<file path="src/rtl/player_state_anim.sv">
// player_state_anim: per-player animation/motion controller feeding the sprite mapper.
// Samples buttons once per video frame (frame_tick), runs the IDLE/MOVE/ATK1(/HIT) state
// machine, steps the animation frame counter and keeps pos_x inside [X_MIN, X_MAX].
// Ports:
//   clk, rst_n        clock, asynchronous active-low reset
//   frame_tick        one-cycle pulse per video frame; all state updates happen on it
//   btn_left/right    movement levels; both or neither means no movement
//   btn_atk           attack level, rising edge latched until the next tick
//   hit_in            hit pulse, only honoured when PLAYER_HITSTUN_EN is defined
//   anim_state        0=IDLE 1=MOVE 3=ATK1 5=HIT
//   anim_frame        frame index within the current state
//   facing_right      sprite orientation
//   pos_x             sprite left edge
//   atk_active        attack hitbox window, decoded directly from state/frame registers
//   anim_done         one-cycle pulse when a one-shot action (ATK1/HIT) completes
// Optional feature: define PLAYER_HITSTUN_EN to enable the HIT (hitstun) state.
module player_state_anim #(
  parameter int FRAME_DIV   = 4,
  parameter int IDLE_FRAMES = 10,
  parameter int RUN_FRAMES  = 8,
  parameter int ATK1_FRAMES = 18,
  parameter int HIT_FRAMES  = 6,
  parameter int ATK_ON      = 7,
  parameter int ATK_OFF     = 11,
  parameter int MOVE_STEP   = 2,
  parameter int X_MIN       = 0,
  parameter int X_MAX       = 514,
  parameter int START_X     = 100
) (
  input  logic       clk,
  input  logic       rst_n,
  input  logic       frame_tick,
  input  logic       btn_left,
  input  logic       btn_right,
  input  logic       btn_atk,
  input  logic       hit_in,
  output logic [3:0] anim_state,
  output logic [5:0] anim_frame,
  output logic       facing_right,
  output logic [9:0] pos_x,
  output logic       atk_active,
  output logic       anim_done
);
  localparam int DW = (FRAME_DIV > 1) ? $clog2(FRAME_DIV) : 1;
  typedef enum logic [3:0] {
    S_IDLE = 4'd0,
    S_MOVE = 4'd1,
    S_ATK1 = 4'd3,
    S_HIT  = 4'd5
  } state_t;
  state_t state_q, state_d, loop_nxt;
  logic [5:0] frame_q, frame_d, loop_last, shot_last;
  logic [DW-1:0] div_q, div_d, div_inc;
  logic [9:0] pos_q, pos_d, pos_r, pos_l;
  logic [10:0] pos_sum;
  logic facing_q, facing_d, done_q, done_d;
  logic atk_prev_q, atk_pend_q, atk_pend_d;
  logic rise, go_r, go_l, wrap, hit_take;
`ifdef PLAYER_HITSTUN_EN
  logic hit_pend_q, hit_pend_d;
  assign hit_take = hit_pend_q;
  assign hit_pend_d = hit_in | (hit_pend_q & ~frame_tick);
`else
  logic unused_hit;
  assign unused_hit = hit_in;
  assign hit_take = 1'b0;
`endif
  always_comb begin
    rise = btn_atk & ~atk_prev_q;
    go_r = btn_right & ~btn_left;
    go_l = btn_left & ~btn_right;
    wrap = div_q == DW'(FRAME_DIV - 1);
    div_inc = wrap ? '0 : div_q + DW'(1);
    loop_last = (state_q == S_MOVE) ? 6'(RUN_FRAMES - 1) : 6'(IDLE_FRAMES - 1);
    shot_last = (state_q == S_HIT) ? 6'(HIT_FRAMES - 1) : 6'(ATK1_FRAMES - 1);
    loop_nxt = atk_pend_q ? S_ATK1 : (go_r | go_l) ? S_MOVE : S_IDLE;
    // 11-bit sum so a right step near X_MAX saturates instead of wrapping
    pos_sum = {1'b0, pos_q} + 11'(MOVE_STEP);
    pos_r = (pos_sum > 11'(X_MAX)) ? 10'(X_MAX) : pos_sum[9:0];
    pos_l = (pos_q < 10'(X_MIN + MOVE_STEP)) ? 10'(X_MIN) : pos_q - 10'(MOVE_STEP);
    // a pending attack lives for one tick only: consumed or dropped, never queued
    atk_pend_d = rise | (atk_pend_q & ~frame_tick);
    state_d = state_q;
    frame_d = frame_q;
    div_d = div_q;
    facing_d = facing_q;
    pos_d = pos_q;
    done_d = 1'b0;
    if (frame_tick) begin
      if (hit_take) begin
        state_d = S_HIT;
        frame_d = '0;
        div_d = '0;
      end else if (state_q == S_IDLE || state_q == S_MOVE) begin
        state_d = loop_nxt;
        div_d = (loop_nxt == state_q) ? div_inc : '0;
        frame_d = (loop_nxt != state_q) ? '0 : !wrap ? frame_q :
                  (frame_q == loop_last) ? '0 : frame_q + 6'd1;
        if (loop_nxt == S_MOVE) begin
          facing_d = go_r;
          pos_d = go_r ? pos_r : pos_l;
        end
      end else if (wrap && frame_q == shot_last) begin
        state_d = S_IDLE;
        frame_d = '0;
        div_d = '0;
        done_d = 1'b1;
      end else begin
        div_d = div_inc;
        frame_d = wrap ? frame_q + 6'd1 : frame_q;
      end
    end
  end
  always_ff @(posedge clk or negedge rst_n) begin
    if (!rst_n) begin
      state_q <= S_IDLE;
      frame_q <= '0;
      div_q <= '0;
      facing_q <= 1'b1;
      pos_q <= 10'(START_X);
      done_q <= 1'b0;
      atk_prev_q <= 1'b0;
      atk_pend_q <= 1'b0;
`ifdef PLAYER_HITSTUN_EN
      hit_pend_q <= 1'b0;
`endif
    end else begin
      state_q <= state_d;
      frame_q <= frame_d;
      div_q <= div_d;
      facing_q <= facing_d;
      pos_q <= pos_d;
      done_q <= done_d;
      atk_prev_q <= btn_atk;
      atk_pend_q <= atk_pend_d;
`ifdef PLAYER_HITSTUN_EN
      hit_pend_q <= hit_pend_d;
`endif
    end
  end
  assign anim_state = state_q;
  assign anim_frame = frame_q;
  assign facing_right = facing_q;
  assign pos_x = pos_q;
  assign anim_done = done_q;
  assign atk_active = (state_q == S_ATK1) && (frame_q >= 6'(ATK_ON)) && (frame_q <= 6'(ATK_OFF));
endmodule

</file>
<file path="config.mk">
export PLATFORM = sky130hd
export DESIGN_NAME = player_state_anim
export DESIGN_NICKNAME = d
export VERILOG_FILES = /design/src/rtl/player_state_anim.sv
export SDC_FILE = /design/constraint.sdc
export NUM_CORES = 1
export LEC_CHECK = 0
export ABC_AREA = 0
export CAP_MARGIN = 20
export CORE_ASPECT_RATIO = 1.2
export CORE_UTILIZATION = 25
export DETAILED_ROUTE_END_ITERATION = 8
export REMOVE_ABC_BUFFERS = 1
export SLEW_MARGIN = 20
export SYNTH_ARGS = -nofsm -noshare
export SYNTH_HDL_FRONTEND = slang
export SYNTH_SLANG_ARGS = --single-unit
</file>
<file path="constraint.sdc">
create_clock -name clk -period 2.9 [get_ports clk]
set_clock_uncertainty 0.1 [all_clocks]
set_input_delay 0.29 -clock clk [delete_from_list [all_inputs] [get_ports clk]]
set_output_delay 0.29 -clock clk [all_outputs]
set_load 0.05 [all_outputs]
</file>
Yosys cells after proc, flatten, opt, wreduce, memory -nomap -nowiden
Cells that the tools add are included.

Word-level logic and storage cells: 68. Output and inout port bits: 23. Bits in registers: 26. Input bits: 7.

Reduce and logical (&&, ||, !) cells: 10. Bitwise logic cells: 10. Order comparisons: 4. Add/sub/neg operators: 4. Equal/unequal tests: 10. Muxes and demuxes: 22.

Operator list (count): 6-bit two-way mux (6); 10-bit two-way mux (3); 4-bit two-way mux (3); 10-bit by 2-bit adder with 11-bit output (second input constant) (1); 11-bit by 10-bit > comparator with 1-bit output (second input constant) (1); 10-bit by 2-bit < comparator with 1-bit output (second input constant) (1); 2-bit two-way mux (5); 10-bit by 2-bit subtractor with 10-bit output (second input constant) (1); 6-bit by 1-bit adder with 6-bit output (second input constant) (1); 6-bit by 4-bit equality test with 1-bit output (1); 6-bit by 5-bit equality test with 1-bit output (1); 6-bit by 3-bit >= comparator with 1-bit output (second input constant) (1); 6-bit by 4-bit <= comparator with 1-bit output (second input constant) (1); 3-bit AND reduction (2); 5-bit two-way mux (1); 1-bit bitwise AND (4); 2-bit by 4-bit equality test with 1-bit output (1); 4-bit by 1-bit equality test with 1-bit output (second input constant) (1); 4-bit by 2-bit equality test with 1-bit output (second input constant) (1); 4-bit by 3-bit equality test with 1-bit output (second input constant) (1); 4-bit logical NOT (1); 1-bit two-way mux (4); 2-bit by 4-bit != test with 1-bit output (1); 1-bit inverter (4); other kinds (10) (13).

Logic depth before layout (Yosys ltp)
Gate-level depths: netlist of the first run.

Word-level depth: 8. Depth in mapped cells: 9. Mapped depth without buffers: 8.

Worst setup path before layout of the first run
Ideal clock, no wire load.

Kind: reg-to-reg. Start: register pos_q[1], in the netlist pos_x[1]. End: register pos_q[8], in the netlist pos_x[8]. Path slack: -101 ps. Cell stages (with the launch flop): 10. Data arrival time: 2835 ps. Setup time: 65 ps. Buffers on the path: 1. Period minus slack after synthesis: 3001 ps. Data required time: 2735 ps. Cell sequence: dfrtp_1 buf_6 inv_1 ha_1 or4_1 a31o_1 a222oi_1 a21boi_2 o32ai_2 a22o_1.

Longest elaborated chain between the ends: 4. Elaborated cells between the ends (all ways): 7. Classes of those cells: add/sub: 2; order compare: 2; mux: 3.

RTL lines: start: declaration (line 54) `logic [9:0] pos_q, pos_d, pos_r, pos_l;`; start signal: assignment (line 120) `pos_q <= 10'(START_X);`; start signal: assignment (line 132) `pos_q <= pos_d;`; 10-bit by 2-bit adder with 11-bit output (line 78) `pos_sum = {1'b0, pos_q} + 11'(MOVE_STEP);`; 11-bit by 10-bit > comparator with 1-bit output (line 79) `pos_r = (pos_sum > 11'(X_MAX)) ? 10'(X_MAX) : pos_sum[9:0];`; 10-bit two-way mux (line 79); 10-bit two-way mux (*) (line 101) `pos_d = go_r ? pos_r : pos_l;`.

Mark *: on every way between the ends. The rest lies on a longest branch, timed or not. A chain may end at the register's enable or synchronous reset.

Worst setup path after layout of the first run
Start: register pos_q[2], in the netlist pos_x[2]. End: register pos_q[8], in the netlist pos_x[8].

The elaborated chain is that of the path after synthesis.

==> results of run 1 <==
cells by family after synthesis:
group / synth area share, %
other cells: 0.207
buf+inv: 8.51
flops: 32.1
mux: 0.553
compound gates: 26.7
simple gates: 27.3
xor+xnor: 0.484
fa+ha+maj: 4.15
power groups by stage:
stage | clock network (uW) | logic (uW) | registers (uW)
after floorplan | 0 | 288 | 679
after global placement | 0 | 709 | 509
after detailed placement | 0 | 713 | 511
after CTS | 206 | 717 | 506
after global routing | 220 | 774 | 525
final | 195 | 718 | 507
sequential cells by signal, summed over array words and instances (netlist names):
register,cells
anim_frame,6
atk_prev_q,1
atk_pend_q,1
div_q,2
pos_x,9
facing_right,1
anim_done,1
anim_state,2
stage by stage:
| stage | setup TNS [ns] | power (uW) | hold slack (ns) |
|---|---|---|---|
| after CTS | 0 | 1430 | 0.339 |
| after detailed placement | 0 | 1220 | 0.320 |
| after global routing | 0 | 1520 | 0.358 |
| final | 0 | 1420 | 0.336 |
| after global placement | 0 | 1220 | 0.324 |
| after floorplan | -0.296 | 967 | -0.106 |
final cells by class:
cell class / instances / area [um2] / area share, %
clock buffers: 4 / 45.0 / 2.05
flip-flops and latches: 23 / 581 / 26.4
well taps: 87 / 109 / 4.95
multi-input cells: 163 / 1090 / 49.5
inverters: 10 / 37.5 / 1.71
repair buffers: 37 / 340 / 15.5
cells in the mapped netlist (all sizes together) (2+ instances only):
library cell  count  share of area, %
or3               5               1.7
o221ai            2              0.97
nor2b             4               1.4
buf              10               4.4
clkbuf            5               1.0
a32oi             2              0.97
nor3              7               1.9
a21boi            2               1.0
nand4             3               1.9
a21o              2              0.83
o32ai             2               1.4
dfrtp            19                26
a22o              4               1.9
a31oi             5               2.1
and2b             2              0.97
ha                6               4.1
nand3            12               3.6
nand2b            6               2.1
o21ai            23               7.0
nor4b             2               1.3
and3              7               2.5
inv              10               2.1
and2              3               1.1
a21oi             7               1.9
dfstp             4               5.8
o22ai             2              0.69
nand2            19               3.9
nand3b            4               1.7
nor2              9               1.9
layer usage:
layer | GRT usage, % | up-vias | share of wire, %
li1 | - | 828 | -
met1 | 16.9 | 847 | 48
met2 | 22.2 | 44 | 47
met3 | 1.63 | 7 | 3.8
met4 | 3.33 | 0 | 1.3
met5 | 0 | - | 0
worst reg2reg max path, cell delays in order, from the launching register on:
cell and delay (ns):
dfstp_2 0.55, inv_1 0.05, ha_1 0.30, or4_1 0.53, a31o_1 0.20, a222oi_1 0.21
buf_4 0.19, a21boi_2 0.10, o32ai_2 0.26, a22o_1 0.16
how the worst max path moves through the flow:
stage	to	slack, ns	cells after the start
5_1_grt	pos_x[8]	0.06	9
2_1_floorplan	pos_x[8]	-0.13	8
3_3_place_gp	pos_x[8]	0.23	9
3_5_place_dp	pos_x[8]	0.22	9
6_report	pos_x[8]	0.19	9
4_1_cts	pos_x[8]	0.19	9
==> impl_metrics.tcl, run 1 <==
set metrics [dict create \
    status "finished clean" \
    cp_max_fo 5 \
    core_area_um2 6940 \
    tightestPinTransition_ns 0.951 \
    drc 0 \
    gp_congestion 0.854 \
    ys_seq_area_share_pct 32.1 \
    power_leakage_uw 0.000886 \
    critical_path.top_delay_family "compound AO/OA/AOI/OAI gates" \
    syn_area_um2 1810 \
    cts.repair.resized 0 \
    final_cell_area_um2 2200 \
    worstSkewPairLatency_ns 0.26 \
    vias_per_cell 5.33 \
    critical_path_arrival_ns 2.82 \
    final_common_cell "clkdlybuf4s50_1" \
    rsz0062_at_grt "no" \
    async_flop_share_pct 100 \
    routed_wl_mm 4.56 \
    ir_worst_vdd_mv 0.462 \
    rows 33 \
    clock_sinks 23 \
    synth_cells 210 \
    io_buffers 25 \
    hold_start "atk_prev_q" \
    placed_cell_area_um2 2160 \
    first_pass_iters 4 \
    cts_buffer_depth 2 \
    synth_edf_count 0 \
    ant_nets 0 \
    ys_ff_latch 23 \
    swShare_pct 46.7 \
    crit_required_ns 3.00 \
    postCtsHoldBufs 0 \
    drtIter0Drc 128 \
    dieArea_um2 7580 \
    gr-total-overflow 0 \
    grt_util_all_layers_pct 12.9 \
    final_cell_mix "clkdlybuf4s50_1, nand2_1, dfrtp_1, o21ai_0, buf_4" \
    n_antenna_cell 0 \
    fin_util_pct 31.7 \
    cts.clk_slew.worst_paths_ns 0.08 \
    final_nets 251 \
    start_kind "flip-flop" \
    internal_power_uw 756 \
    end_kind "flip-flop" \
    switchingPower_uw 663 \
    num_vias 1726 \
    ys.flop_type "dfrtp_1" \
    dp_hpwl_mm 3.31 \
    combPwrFrac_pct 50.5 \
    antenna_found_initial 0 \
    path_buf_inv 2 \
    die_w_um 79.7 \
    rrSetupSlack_ns 0.19 \
    hp-class "reg2reg" \
    cp_cell_sequence "inv_1 -> ha_1 -> or4_1 -> a31o_1 -> a222oi_1 -> buf_4 -> a21boi_2 -> o32ai_2 -> a22o_1" \
    slew_headroom_pct 36.4 \
    numCtsBuffers 3 \
    seq_power_share_pct 35.7 \
    cts_tree "yes" \
    ys_types 63 \
    finalCriticalPeriod_ns 2.71 \
    startpoint "pos_x[2]" \
    critical_path_class "reg2reg" \
    power.clock.fraction_pct 13.7 \
    maxCapViolations 0 \
    pre_cts_ws_ns 0.223 \
    wl_per_cell_um 14.1 \
    grt_start_max_net_pins 22 \
    cts-root-buf "clkbuf_8" \
    min_to "atk_pend_q" \
    fmax_mhz 368 \
    placedCellCount 320 \
    die_h_um 95.2 \
    hold_viol 0 \
    power_density_nw_per_um2 645 \
    ys_warn_count 0 \
    holdPathStages 1 \
    instances_no_fill 324 \
    setup_viol 0 \
    floorplan.initialDensity_pct 26.1 \
    r2r_end "pos_x[8]" \
    worst_slack_ns 0.186 \
    cp_slowest_stage_delay_ns 0.55 \
    worst_path_max_delay_cell "dfstp_2" \
    io_pins 30 \
    rr_startpoint "pos_x[2]" \
    syn-mean-instance-area_um2 8.62 \
    grt_pass1_wl_mm 7.75 \
    post-cts-setup-buffers 0 \
    slew_viol_final 0 \
    syn2layout_area_growth_pct 21.6 \
    fillCellCount 752 \
    drive_gt1_share_pct 13.5 \
    grt_pass1_vias 1623 \
    reg2regPathDepth 9 \
    h-tree-depth 1 \
    final.period_utilization_pct 93.6 \
]
(Power assumes the default switching activity.)
==> inputs of run 2 (changes only) <==
--- a/config.mk
+++ b/config.mk
@@ -10,7 +10,9 @@
 export CORE_ASPECT_RATIO = 1.2
 export CORE_UTILIZATION = 25
 export DETAILED_ROUTE_END_ITERATION = 8
+export HOLD_SLACK_MARGIN = 0.03
 export REMOVE_ABC_BUFFERS = 1
+export SETUP_SLACK_MARGIN = 0.1
 export SLEW_MARGIN = 20
 export SYNTH_ARGS = -nofsm -noshare
 export SYNTH_HDL_FRONTEND = slang
==> impl_metrics.tcl, run 2 (synthesis gave the netlist of run 1 again) <==
set metrics [dict create \
    p_total_uw 1440 \
    final.period_utilization_pct 92.5 \
    cts.clk_slew.worst_paths_ns 0.08 \
    postCtsHoldBufs 0 \
    wl_per_cell_um 14.1 \
    crit_required_ns 3.00 \
    io_pins 30 \
    gr-total-overflow 0 \
    n_antenna_cell 0 \
    die_h_um 95.2 \
    start_kind "flip-flop" \
    hold_viol 0 \
    final_nets 252 \
    instances_no_fill 325 \
    slew_headroom_pct 36.6 \
    rows 33 \
    drive_gt1_share_pct 14.7 \
    ant_nets 0 \
    maxCapViolations 0 \
    worst_path_max_delay_cell "dfstp_2" \
    dieArea_um2 7580 \
    dp_hpwl_mm 3.31 \
    grt_pass1_wl_mm 7.75 \
    cp_cell_sequence "inv_1 -> ha_4 -> or4_1 -> a31o_1 -> a222oi_1 -> buf_4 -> a21boi_2 -> o32ai_2 -> a22o_1" \
    slew_viol_final 0 \
    critical_path.top_delay_family "compound AO/OA/AOI/OAI gates" \
    power_density_nw_per_um2 647 \
    ir_worst_vdd_mv 0.464 \
    clock_sinks 23 \
    worstSkewPairLatency_ns 0.26 \
    final_common_cell "clkdlybuf4s50_1" \
    tightestPinTransition_ns 0.948 \
    cp_max_fo 5 \
    io_buffers 25 \
    num_vias 1723 \
    critical_path_arrival_ns 2.79 \
    cp_slowest_stage_delay_ns 0.55 \
    first_pass_iters 7 \
    vias_per_cell 5.30 \
    routed_wl_mm 4.58 \
    cts-root-buf "clkbuf_8" \
    drc 0 \
    rsz0062_at_grt "no" \
    grt_util_all_layers_pct 12.9 \
    grt_pass1_vias 1623 \
    fmax_mhz 373 \
    largest_reg_flops 9 \
    status "finished clean" \
    h-tree-depth 1 \
    end_kind "flip-flop" \
    syn2layout_area_growth_pct 22.8 \
    floorplan.initialDensity_pct 26.1 \
    gp_congestion 0.854 \
    path_buf_inv 2 \
    finalCriticalPeriod_ns 2.68 \
    numCtsBuffers 3 \
    cts_buffer_depth 2 \
    die_w_um 79.7 \
    core_area_um2 6940 \
    fillCellCount 753 \
    drtIter0Drc 152 \
    placedCellCount 320 \
    antenna_found_initial 0 \
    setup_viol 0 \
    critical_path_class "reg2reg" \
    cts_tree "yes" \
    grt_start_max_net_pins 22 \
    power_leakage_uw 0.000890 \
    hp-class "reg2reg" \
    finalSetupTns_ns 0 \
    final_cell_mix "clkdlybuf4s50_1, nand2_1, dfrtp_1, o21ai_0, buf_4" \
]
run 2: cell count changes in the layout (fill, tap and decap cells not counted), sizes merged:
| cell | change |
|---|---|
| buf | +1 |
run 2: where the power goes:
group / switching [uW] / internal [uW]
combinational: 457 / 279
clock: 97.0 / 97.9
sequential: 116 / 391
run 2: repair_timing:
action	in CTS	in global routing
setup endpoints to repair	0	2
resized for setup	0	2
setup buffers	0	1
run 2: final timing paths:
kind / startpoint / to / slack [ns] / cells after the start
min reg2reg: atk_prev_q / atk_pend_q / 0.34 / 1
min: atk_prev_q / atk_pend_q / 0.34 / 1
min in group asynchronous: rst_n / anim_frame[0] / 0.45 / 1
max: pos_x[2] / pos_x[8] / 0.22 / 9
max in group asynchronous: rst_n / pos_x[5] / 1.55 / 2
max reg2reg: pos_x[2] / pos_x[8] / 0.22 / 9
run 2: metal layers:
layer  track usage [%]  routed length (um)  up-vias
li1                  -                   -      829
met1              16.9                2150      844
met2              22.2                2210       41
met3              1.63                 152        9
met4              3.33                  67        0
met5                 0                   0        -
run 2: final cells by class:
cell class                 instances  area, um2  area share, %
clock buffer                       4       45.0           2.03
sequential                        23        581           26.1
tap                               87        109           4.90
inverter                          10       37.5           1.69
multi-input combinational        163       1100           49.6
timing repair buffer              38        348           15.7
run 2: through the flow:
step                      hold slack (ns)  utilization (%)  cell area [um2]  worst slack, ns
after floorplan                    -0.106                -             1700           -0.132
after global placement              0.324             31.1             2160            0.231
after detailed placement            0.320             31.1             2160            0.223
after CTS                           0.339             31.7             2200            0.190
after global routing                0.358             32.0             2220            0.106
final                               0.336             32.0             2220            0.217
==> inputs of run 3 (changes only) <==
--- a/config.mk
+++ b/config.mk
@@ -8,6 +8,7 @@
 export ABC_AREA = 0
 export CAP_MARGIN = 20
 export CORE_ASPECT_RATIO = 1.2
+export CORE_MARGIN = 2
 export CORE_UTILIZATION = 25
 export DETAILED_ROUTE_END_ITERATION = 8
 export HOLD_SLACK_MARGIN = 0.03
==> impl_metrics.tcl, run 3 (synthesis gave the netlist of run 1 again) <==
set metrics [dict create \
    start_kind "flip-flop" \
    cts.clk_slew.worst_paths_ns 0.08 \
    final_nets 253 \
    syn2layout_area_growth_pct 22.5 \
    power_leakage_uw 0.000896 \
    grt_util_all_layers_pct 11.4 \
    switchingPower_uw 657 \
    seqCellArea_um2 581 \
    maxCapViolations 0 \
    numCtsBuffers 3 \
    critical_path_class "reg2reg" \
    num_vias 1695 \
    slew_headroom_pct 66.7 \
    worst_slack_ns 0.180 \
    hold_viol 0 \
    die_w_um 81.7 \
    rows 33 \
    status "finished clean" \
    seq_power_share_pct 35.5 \
    power.clock.fraction_pct 13.5 \
    postCtsHoldBufs 0 \
    dp_hpwl_mm 3.30 \
    rsz0062_at_grt "no" \
    crit_required_ns 3.00 \
    reg2regPathDepth 9 \
    core_area_um2 6940 \
    grt_pass1_vias 1625 \
    critical_path_arrival_ns 2.82 \
    floorplan.initialDensity_pct 26.1 \
    timing.hold.ws_ns 0.284 \
    first_pass_iters 5 \
    internal_power_uw 767 \
    p_total_uw 1420 \
    hp-class "in2async" \
    r2r_end "pos_x[8]" \
    antenna_found_initial 0 \
    setup_viol 0 \
    gr-total-overflow 0 \
    slew_viol_final 0 \
    routed_wl_mm 4.44 \
    drc 0 \
    io_buffers 25 \
    largest_reg_flops 9 \
    fillCellCount 750 \
    grt_start_max_net_pins 24 \
    tightestPinTransition_ns 0.498 \
    dieArea_um2 7940 \
    worstSkewPairLatency_ns 0.26 \
    swShare_pct 46.1 \
    end_kind "flip-flop" \
    multi_input_area_um2 1090 \
    pre_cts_ws_ns 0.177 \
    die_h_um 97.2 \
    final_cell_area_um2 2220 \
    fmax_mhz 368 \
    rrSetupSlack_ns 0.18 \
    clock_sinks 23 \
    n_antenna_cell 0 \
    placed_cell_area_um2 2160 \
    rr_startpoint "pos_x[2]" \
    gp_congestion 0.864 \
    cp_max_fo 5 \
    vias_per_cell 5.20 \
    drtIter0Drc 85 \
    h-tree-depth 1 \
    fin_util_pct 31.9 \
    power_density_nw_per_um2 643 \
    drive_gt1_share_pct 14.2 \
    cts_tree "yes" \
    cts-root-buf "clkbuf_8" \
    final.period_utilization_pct 93.8 \
    cts_buffer_depth 2 \
    final_cell_mix "clkdlybuf4s50_1, nand2_1, dfrtp_1, o21ai_0, buf_4" \
    wl_per_cell_um 13.6 \
    ant_nets 0 \
    finalCriticalPeriod_ns 2.72 \
    ir_worst_vdd_mv 0.426 \
    grt_pass1_wl_mm 7.43 \
    combPwrFrac_pct 51.0 \
    io_pins 30 \
    final_common_cell "clkdlybuf4s50_1" \
]
run 3: cell count changes in the layout (fill, tap and decap cells not counted), sizes merged:
cell,previous run,this run
buf,13,14
run 3: worst max-delay path by stage:
stage               endpoint  startpoint
global placement    pos_x[8]    pos_x[2]
global route        pos_x[8]    pos_x[2]
floorplan           pos_x[8]    pos_x[1]
CTS                 pos_x[8]    pos_x[2]
finish              pos_x[8]    pos_x[2]
detailed placement  pos_x[8]    pos_x[2]
run 3: what timing repair did:
item / in CTS / in global routing
setup endpoints to repair: 0 / 4
gates resized for setup: 0 / 0
endpoints found under the hold margin: 0 / 0
buffers inserted: 0 / 2
run 3: area by class of cell:
type,instances,area share (%)
Multi-Input combinational cell,163,49.1
Sequential cell,23,26.2
Timing Repair Buffer,39,16.0
Tap cell,87,4.91
Clock buffer,4,2.03
Inverter,10,1.69
run 3: routing by layer:
layer | global-route usage, % | part of all wire (%) | vias up
li1 | - | - | 838
met5 | 0 | 0 | -
met3 | 1.77 | 3.9 | 2
met4 | 2.95 | 0.43 | 0
met2 | 18.3 | 46 | 47
met1 | 15.8 | 49 | 808
run 3: power by group through the flow:
| stage | clock network [uW] | registers [uW] | logic (uW) |
|---|---|---|---|
| 6_report | 193 | 505 | 726 |
| 5_1_grt | 218 | 522 | 784 |
| 4_1_cts | 202 | 511 | 712 |
| 3_5_place_dp | 0 | 516 | 708 |
| 3_3_place_gp | 0 | 515 | 702 |
| 2_1_floorplan | 0 | 679 | 288 |
run 3: worst max-delay path: stages, from the launching register on:
cell      delay [ns]
dfstp_2         0.55
inv_1           0.05
ha_1            0.31
or4_1           0.51
a31o_1          0.19
a222oi_1        0.24
buf_4           0.20
a21boi_2        0.10
o32ai_2         0.25
a22o_1          0.17
run 3: through the flow:
stage                     TNS (ns)  std cells
after detailed placement         0        320
final                            0        326
after global placement           0        320
after floorplan             -0.296        196
after CTS                        0        324
after global routing             0        326
